`src/rtl/mem_arb_pkg.sv`:
```
// Shared definitions for the two-port memory request arbiter.
// Contents:
//   STARVE_LIMIT_DEFAULT - default number of consecutive D-port grants that a
//                          waiting I-port request tolerates before it wins
//   arb_state_t          - arbiter FSM state encoding
//   fwd_ren()            - read strobe forwarded downstream (a write wins
//                          when a requester raises both strobes together)
package mem_arb_pkg;

  localparam int STARVE_LIMIT_DEFAULT = 4;

  typedef enum logic [1:0] {
    ST_IDLE    = 2'd0,
    ST_GRANT_I = 2'd1,
    ST_GRANT_D = 2'd2
  } arb_state_t;

  function automatic logic fwd_ren(input logic ren, input logic wen);
    return ren & ~wen;
  endfunction

endpackage

```
`src/rtl/arb_grant_sel.sv`:
```
// Combinational grant selection between the I (icache) and D (dcache) ports.
// Ports:
//   i_req, d_req  in   port requests (ren | wen)
//   starve_cnt    in   consecutive D grants made while I was waiting
//   grant_i       out  I wins this arbitration
//   grant_d       out  D wins this arbitration
// D has priority, except that a starved I port (counter at the limit) wins.
module arb_grant_sel
  import mem_arb_pkg::*;
#(
  parameter int STARVE_LIMIT = STARVE_LIMIT_DEFAULT,
  parameter int CNT_W        = $clog2(STARVE_LIMIT + 1)
) (
  input  logic             i_req,
  input  logic             d_req,
  input  logic [CNT_W-1:0] starve_cnt,
  output logic             grant_i,
  output logic             grant_d
);

  logic starved;

  assign starved = (starve_cnt == CNT_W'(STARVE_LIMIT));

  // Pick the winner; at most one grant is ever high.
  always_comb begin
    grant_i = 1'b0;
    grant_d = 1'b0;
    if (i_req && (!d_req || starved)) begin
      grant_i = 1'b1;
    end else if (d_req) begin
      grant_d = 1'b1;
    end else begin
      grant_i = 1'b0;
      grant_d = 1'b0;
    end
  end

endmodule

```
`src/rtl/mem_req_arbiter.sv`:
```
// Two-port (icache / dcache) to single downstream bus request arbiter.
// Ports:
//   CLK, RST                     clock, synchronous active-high reset
//   i_* / d_*                    requester side: addr, wdata, byte_en, ren,
//                                wen in; rdata, busy out
//   out_addr/wdata/byte_en/ren/wen  registered downstream request
//   out_rdata, out_busy          downstream response; out_busy low = done
// One transaction is in flight at a time; every transaction is followed by
// at least one IDLE cycle before the next arbitration.
module mem_req_arbiter
  import mem_arb_pkg::*;
#(
  parameter int STARVE_LIMIT = STARVE_LIMIT_DEFAULT,
  parameter int ADDR_W       = 32,
  parameter int DATA_W       = 32
) (
  input  logic                CLK,
  input  logic                RST,
  input  logic [ADDR_W-1:0]   i_addr,
  input  logic [DATA_W-1:0]   i_wdata,
  input  logic                i_ren,
  input  logic                i_wen,
  input  logic [DATA_W/8-1:0] i_byte_en,
  output logic [DATA_W-1:0]   i_rdata,
  output logic                i_busy,
  input  logic [ADDR_W-1:0]   d_addr,
  input  logic [DATA_W-1:0]   d_wdata,
  input  logic                d_ren,
  input  logic                d_wen,
  input  logic [DATA_W/8-1:0] d_byte_en,
  output logic [DATA_W-1:0]   d_rdata,
  output logic                d_busy,
  output logic [ADDR_W-1:0]   out_addr,
  output logic [DATA_W-1:0]   out_wdata,
  output logic [DATA_W/8-1:0] out_byte_en,
  output logic                out_ren,
  output logic                out_wen,
  input  logic [DATA_W-1:0]   out_rdata,
  input  logic                out_busy
);

  localparam int CNT_W = $clog2(STARVE_LIMIT + 1);
  localparam logic [CNT_W-1:0] CNT_LIMIT = CNT_W'(STARVE_LIMIT);

  arb_state_t          state_q, state_d;
  logic [CNT_W-1:0]    starve_cnt_q, starve_cnt_d;
  logic [ADDR_W-1:0]   addr_q, addr_d;
  logic [DATA_W-1:0]   wdata_q, wdata_d;
  logic [DATA_W/8-1:0] byte_en_q, byte_en_d;
  logic                ren_q, ren_d;
  logic                wen_q, wen_d;

  logic i_req, d_req;
  logic grant_i, grant_d;

  assign i_req = i_ren | i_wen;
  assign d_req = d_ren | d_wen;

  arb_grant_sel #(
    .STARVE_LIMIT (STARVE_LIMIT),
    .CNT_W        (CNT_W)
  ) u_grant_sel (
    .i_req      (i_req),
    .d_req      (d_req),
    .starve_cnt (starve_cnt_q),
    .grant_i    (grant_i),
    .grant_d    (grant_d)
  );

  // Next-state, starvation counter and request-latch logic.
  always_comb begin
    state_d      = state_q;
    starve_cnt_d = starve_cnt_q;
    addr_d       = addr_q;
    wdata_d      = wdata_q;
    byte_en_d    = byte_en_q;
    ren_d        = ren_q;
    wen_d        = wen_q;
    case (state_q)
      ST_IDLE: begin
        if (grant_i) begin
          state_d      = ST_GRANT_I;
          addr_d       = i_addr;
          wdata_d      = i_wdata;
          byte_en_d    = i_byte_en;
          ren_d        = fwd_ren(i_ren, i_wen);
          wen_d        = i_wen;
          starve_cnt_d = {CNT_W{1'b0}};
        end else if (grant_d) begin
          state_d   = ST_GRANT_D;
          addr_d    = d_addr;
          wdata_d   = d_wdata;
          byte_en_d = d_byte_en;
          ren_d     = fwd_ren(d_ren, d_wen);
          wen_d     = d_wen;
          // Only D wins that leave I waiting count toward starvation.
          if (!i_req) begin
            starve_cnt_d = {CNT_W{1'b0}};
          end else if (starve_cnt_q == CNT_LIMIT) begin
            starve_cnt_d = starve_cnt_q;
          end else begin
            starve_cnt_d = starve_cnt_q + CNT_W'(1);
          end
        end else begin
          starve_cnt_d = {CNT_W{1'b0}};
        end
      end
      ST_GRANT_I, ST_GRANT_D: begin
        // The latched request stays put until the downstream completes,
        // even if the requester has already withdrawn.
        if (!out_busy) begin
          state_d = ST_IDLE;
          ren_d   = 1'b0;
          wen_d   = 1'b0;
        end else begin
          state_d = state_q;
        end
      end
      default: begin
        state_d = ST_IDLE;
        ren_d   = 1'b0;
        wen_d   = 1'b0;
      end
    endcase
  end

  // State and downstream request registers.
  always_ff @(posedge CLK) begin
    if (RST) begin
      state_q      <= ST_IDLE;
      starve_cnt_q <= {CNT_W{1'b0}};
      addr_q       <= {ADDR_W{1'b0}};
      wdata_q      <= {DATA_W{1'b0}};
      byte_en_q    <= {(DATA_W/8){1'b0}};
      ren_q        <= 1'b0;
      wen_q        <= 1'b0;
    end else begin
      state_q      <= state_d;
      starve_cnt_q <= starve_cnt_d;
      addr_q       <= addr_d;
      wdata_q      <= wdata_d;
      byte_en_q    <= byte_en_d;
      ren_q        <= ren_d;
      wen_q        <= wen_d;
    end
  end

  assign out_addr    = addr_q;
  assign out_wdata   = wdata_q;
  assign out_byte_en = byte_en_q;
  assign out_ren     = ren_q;
  assign out_wen     = wen_q;

  // Requester-side busy and read-data return. Busy tracks the raw request
  // so it rises in the same cycle as the request; it drops for the granted
  // port only in the completion cycle. A withdrawn request gets no data.
  always_comb begin
    i_busy  = 1'b0;
    d_busy  = 1'b0;
    i_rdata = {DATA_W{1'b0}};
    d_rdata = {DATA_W{1'b0}};
    if (RST) begin
      i_busy  = 1'b0;
      d_busy  = 1'b0;
      i_rdata = {DATA_W{1'b0}};
      d_rdata = {DATA_W{1'b0}};
    end else begin
      case (state_q)
        ST_GRANT_I: begin
          i_busy  = i_req & out_busy;
          i_rdata = (i_req && !out_busy) ? out_rdata : {DATA_W{1'b0}};
          d_busy  = d_req;
        end
        ST_GRANT_D: begin
          d_busy  = d_req & out_busy;
          d_rdata = (d_req && !out_busy) ? out_rdata : {DATA_W{1'b0}};
          i_busy  = i_req;
        end
        ST_IDLE: begin
          i_busy = i_req;
          d_busy = d_req;
        end
        default: begin
          i_busy = i_req;
          d_busy = d_req;
        end
      endcase
    end
  end

endmodule

```
`config.mk`:
```
export PLATFORM = sky130hd
export DESIGN_NAME = mem_req_arbiter
export DESIGN_NICKNAME = d
export VERILOG_FILES = /design/src/rtl/mem_arb_pkg.sv /design/src/rtl/arb_grant_sel.sv /design/src/rtl/mem_req_arbiter.sv
export SDC_FILE = /design/constraint.sdc
export NUM_CORES = 1
export LEC_CHECK = 0
export CAP_MARGIN = 20
export CORE_AREA = 2 2 120 122
export CTS_CLUSTER_SIZE = 24
export DETAILED_ROUTE_END_ITERATION = 8
export DIE_AREA = 0 0 122 124
export PLACE_DENSITY = 0.7
export RECOVER_POWER = 100
export SLEW_MARGIN = 20
export SYNTH_ARGS = -nofsm -noshare
export SYNTH_HDL_FRONTEND = slang
export SYNTH_SLANG_ARGS = --single-unit
```
`constraint.sdc`:
```
create_clock -name CLK -period 4.4 [get_ports CLK]
set_clock_uncertainty 0.1 [all_clocks]
set_input_delay 1.1 -clock CLK [delete_from_list [all_inputs] [get_ports CLK]]
set_output_delay 1.1 -clock CLK [all_outputs]
set_load 0.03 [all_outputs]
```
==> impl_metrics.yaml <==
run_status:
  status: "finished, violations left"
  violations: "max-capacitance violations, max-slew violations"
finish:
  layout_common_cells: "clkdlybuf4s50_1, nand2_1, nor2_1, dfxtp_1, dlygate4sd3_1"
  drive_above_1_share_pct: 8.67
  num-fill-cells: 1303
  final_net_count: 973
  multi_input_area_mm2: 0.00212
  antennaDiodeCount: 0
  stdcell_area_mm2: 0.00711
  seqCellArea_mm2: 0.00150
  final_common_cell: "clkdlybuf4s50_1"
  syn_to_final_growth_pct: 85.2
synth:
  syn_area_mm2: 0.00384
  syn_area_per_cell_um2: 7.56
  yosysWarnings: 0
  synth_cell_types: 33
  ys_ff_latch: 75
  netlist_instances: 508
  seq_area_frac_synth_pct: 39.1
  syn_nets: 689
drt:
  routedWlPerCell_um: 15.7
  drt_pass1_iterations: 6
  drt-total-wl_um: 15300
  drc: 0
  drt_iter0_drc: 189
  vias: 4702
  vias_per_cell: 4.82
  antenna_left: 0
critical_path:
  crit_type: "in2out"
  crit_chain: "clkdlybuf4s50_1 > nor2_1 > nor4b_1 > buf_4 > and2_1 > clkbuf_1"
  end_kind: "primary output"
  cp_num_buf_inv: 3
  critPathMaxStageDelay_ns: 0.54
  cp-start-kind: "primary input"
  cp_max_fo: 32
  crit_slowest_cell: "clkdlybuf4s50_1"
  critPathTopFamily: "buffers and inverters"
  critical_path_required_ns: 3.20
  worstPathArrival_ns: 2.92
power_and_ir_drop:
  pwr-share-comb_pct: 35.4
  pwr-share-seq_pct: 34.4
  sw_frac_of_total_pct: 33.9
  leakage_nw: 3.00
  internal_power_mw: 1.59
  ir_worst_vdd_mv: 0.160
  clockPowerShare_pct: 30.2
  power.density_mw_per_mm2: 337
  finalPower_mw: 2.40
  p_sw_mw: 0.813
floorplan:
  design.portCount: 311
  die_h_um: 124
  dieArea_mm2: 0.0151
  fp.dieW_um: 122
  initial_core_util_pct: 28.0
  core.rowCount: 43
  core-area_mm2: 0.0137
timing:
  max_freq_ghz: 0.243
  finalSetupViolCount: 0
  finalHoldViolations: 0
  tightest_slew_ns: 1.72
  tns_ns: 0
  rsz0062_at_grt: "no"
  fin_crit_sh_pct: 93.6
  slew_headroom_pct: -14.8
  maxSlewViolCount: 28
  period_needed_ns: 4.12
cts:
  cts_tree: "yes"
  insertion_delay_ns: 0.33
  clk_pin_slew_ns: 0.06
  root_buffer: "clkbuf_16"
  cts_buffers: 9
  cts_resized: 0
  clkSinkCount: 75
  htreeDepth: 3
  cts_buffer_depth: 2
  post_cts_buffers: 0
  postCtsHoldBufs: 0
grt:
  grt_pass1_vias: 4465
  grt_usage_pct: 18.9
  grt_pass1_wl_um: 22400
  grt_overflow: 0
  grt_max_degree: 137
  antenna_found_initial: 1
min_path:
  hold_class: "reg2reg"
place:
  portBuffers: 310
  hpwl_um: 11700
  routabilityCongestion: 0.861
  placed_area_mm2: 0.00692
flow_run:
  max_cap_viol_count: 1
registers in the layout (all words and copies together) (netlist names):
name	flops
out_wdata	32
out_ren	1
state_q	2
out_wen	1
out_byte_en	4
out_addr	32
starve_cnt_q	3
power groups by stage:
stage / clock network, mW / registers [mW] / logic (mW)
2_1_floorplan: 0 / 1.02 / 0.279
3_3_place_gp: 0 / 0.839 / 0.876
3_5_place_dp: 0 / 0.845 / 0.887
4_1_cts: 0.749 / 0.830 / 0.891
5_1_grt: 0.781 / 0.838 / 0.908
6_report: 0.726 / 0.825 / 0.850
Yosys cell counts (all sizes together):
master	instances	area share (%)
nand2	140	14
dfxtp	75	39
nor2	75	7.5
a311oi	69	16
and2	65	11
buf	24	3.5
clkbuf	20	2.0
ha	6	2.0
inv	6	0.59
a21oi	5	0.75
nor3	3	0.39
a22oi	2	0.39
nand2b	2	0.33
nor2b	2	0.33
nor4b	2	0.62
a221oi	1	0.23
a32o	1	0.26
a32oi	1	0.23
mux2i	1	0.26
nand3	1	0.13
nand3b	1	0.20
nand4b	1	0.23
o21ai	1	0.13
o22a	1	0.23
o2bb2ai	1	0.39
o31ai	1	0.20
or2	1	0.16
metrics by stage:
| step | util [%] | hold WS, ns | std cells | setup slack [ns] |
|---|---|---|---|---|
| finish | 51.9 | 0.364 | 976 | 0.283 |
| global route | 51.9 | 0.406 | 976 | 0.183 |
| CTS | 52.6 | 0.374 | 976 | 0.442 |
| detailed placement | 50.5 | 0.365 | 961 | 0.461 |
| global placement | 50.5 | 0.354 | 961 | 0.412 |
| floorplan | - | 0.362 | 508 | 0.886 |
path summary, 6_finish.rpt:
check / start / endpoint / slack (ns) / cells after the start
worst max-delay path: i_wen / i_rdata[9] / 0.28 / 6
worst min-delay path: out_ren / out_ren / 0.36 / 2
worst min register to register: out_ren / out_ren / 0.36 / 2
worst max register to register: starve_cnt_q[0] / out_wdata[18] / 1.30 / 7
layer usage:
metal | track usage, % | part of all wire [%]
met5 | 0 | 0
met4 | 7.18 | 2.5
met3 | 5.72 | 8.9
met2 | 36.0 | 52
met1 | 19.3 | 37
area by class of cell:
cell class,instances,area share (%)
multi-input combinational,383,29.8
clock buffer,9,3.17
tap,180,3.17
clock inverter,6,0.915
sequential,75,21.1
timing repair buffer,317,41.5
inverter,6,0.317
worst reg2reg max path, delay by kind of cell (launching register included):
family                   cells  cell delay (ns)
AND/OR/NAND/NOR              2             1.46
adder cells (fa/ha/maj)      1             0.22
flip-flops                   1             0.34
buffers and inverters        2             0.41
AO/OA/AOI/OAI                2             0.49
logic make-up after synthesis:
group	after synthesis	share of synthesized area, %
compound gates	83	18.5
buf+inv	50	6.09
simple gates	293	34.1
mux	1	0.261
fa+ha+maj	6	1.95
flops	75	39.1
Note: power is estimated with default switching activity, not from simulation.
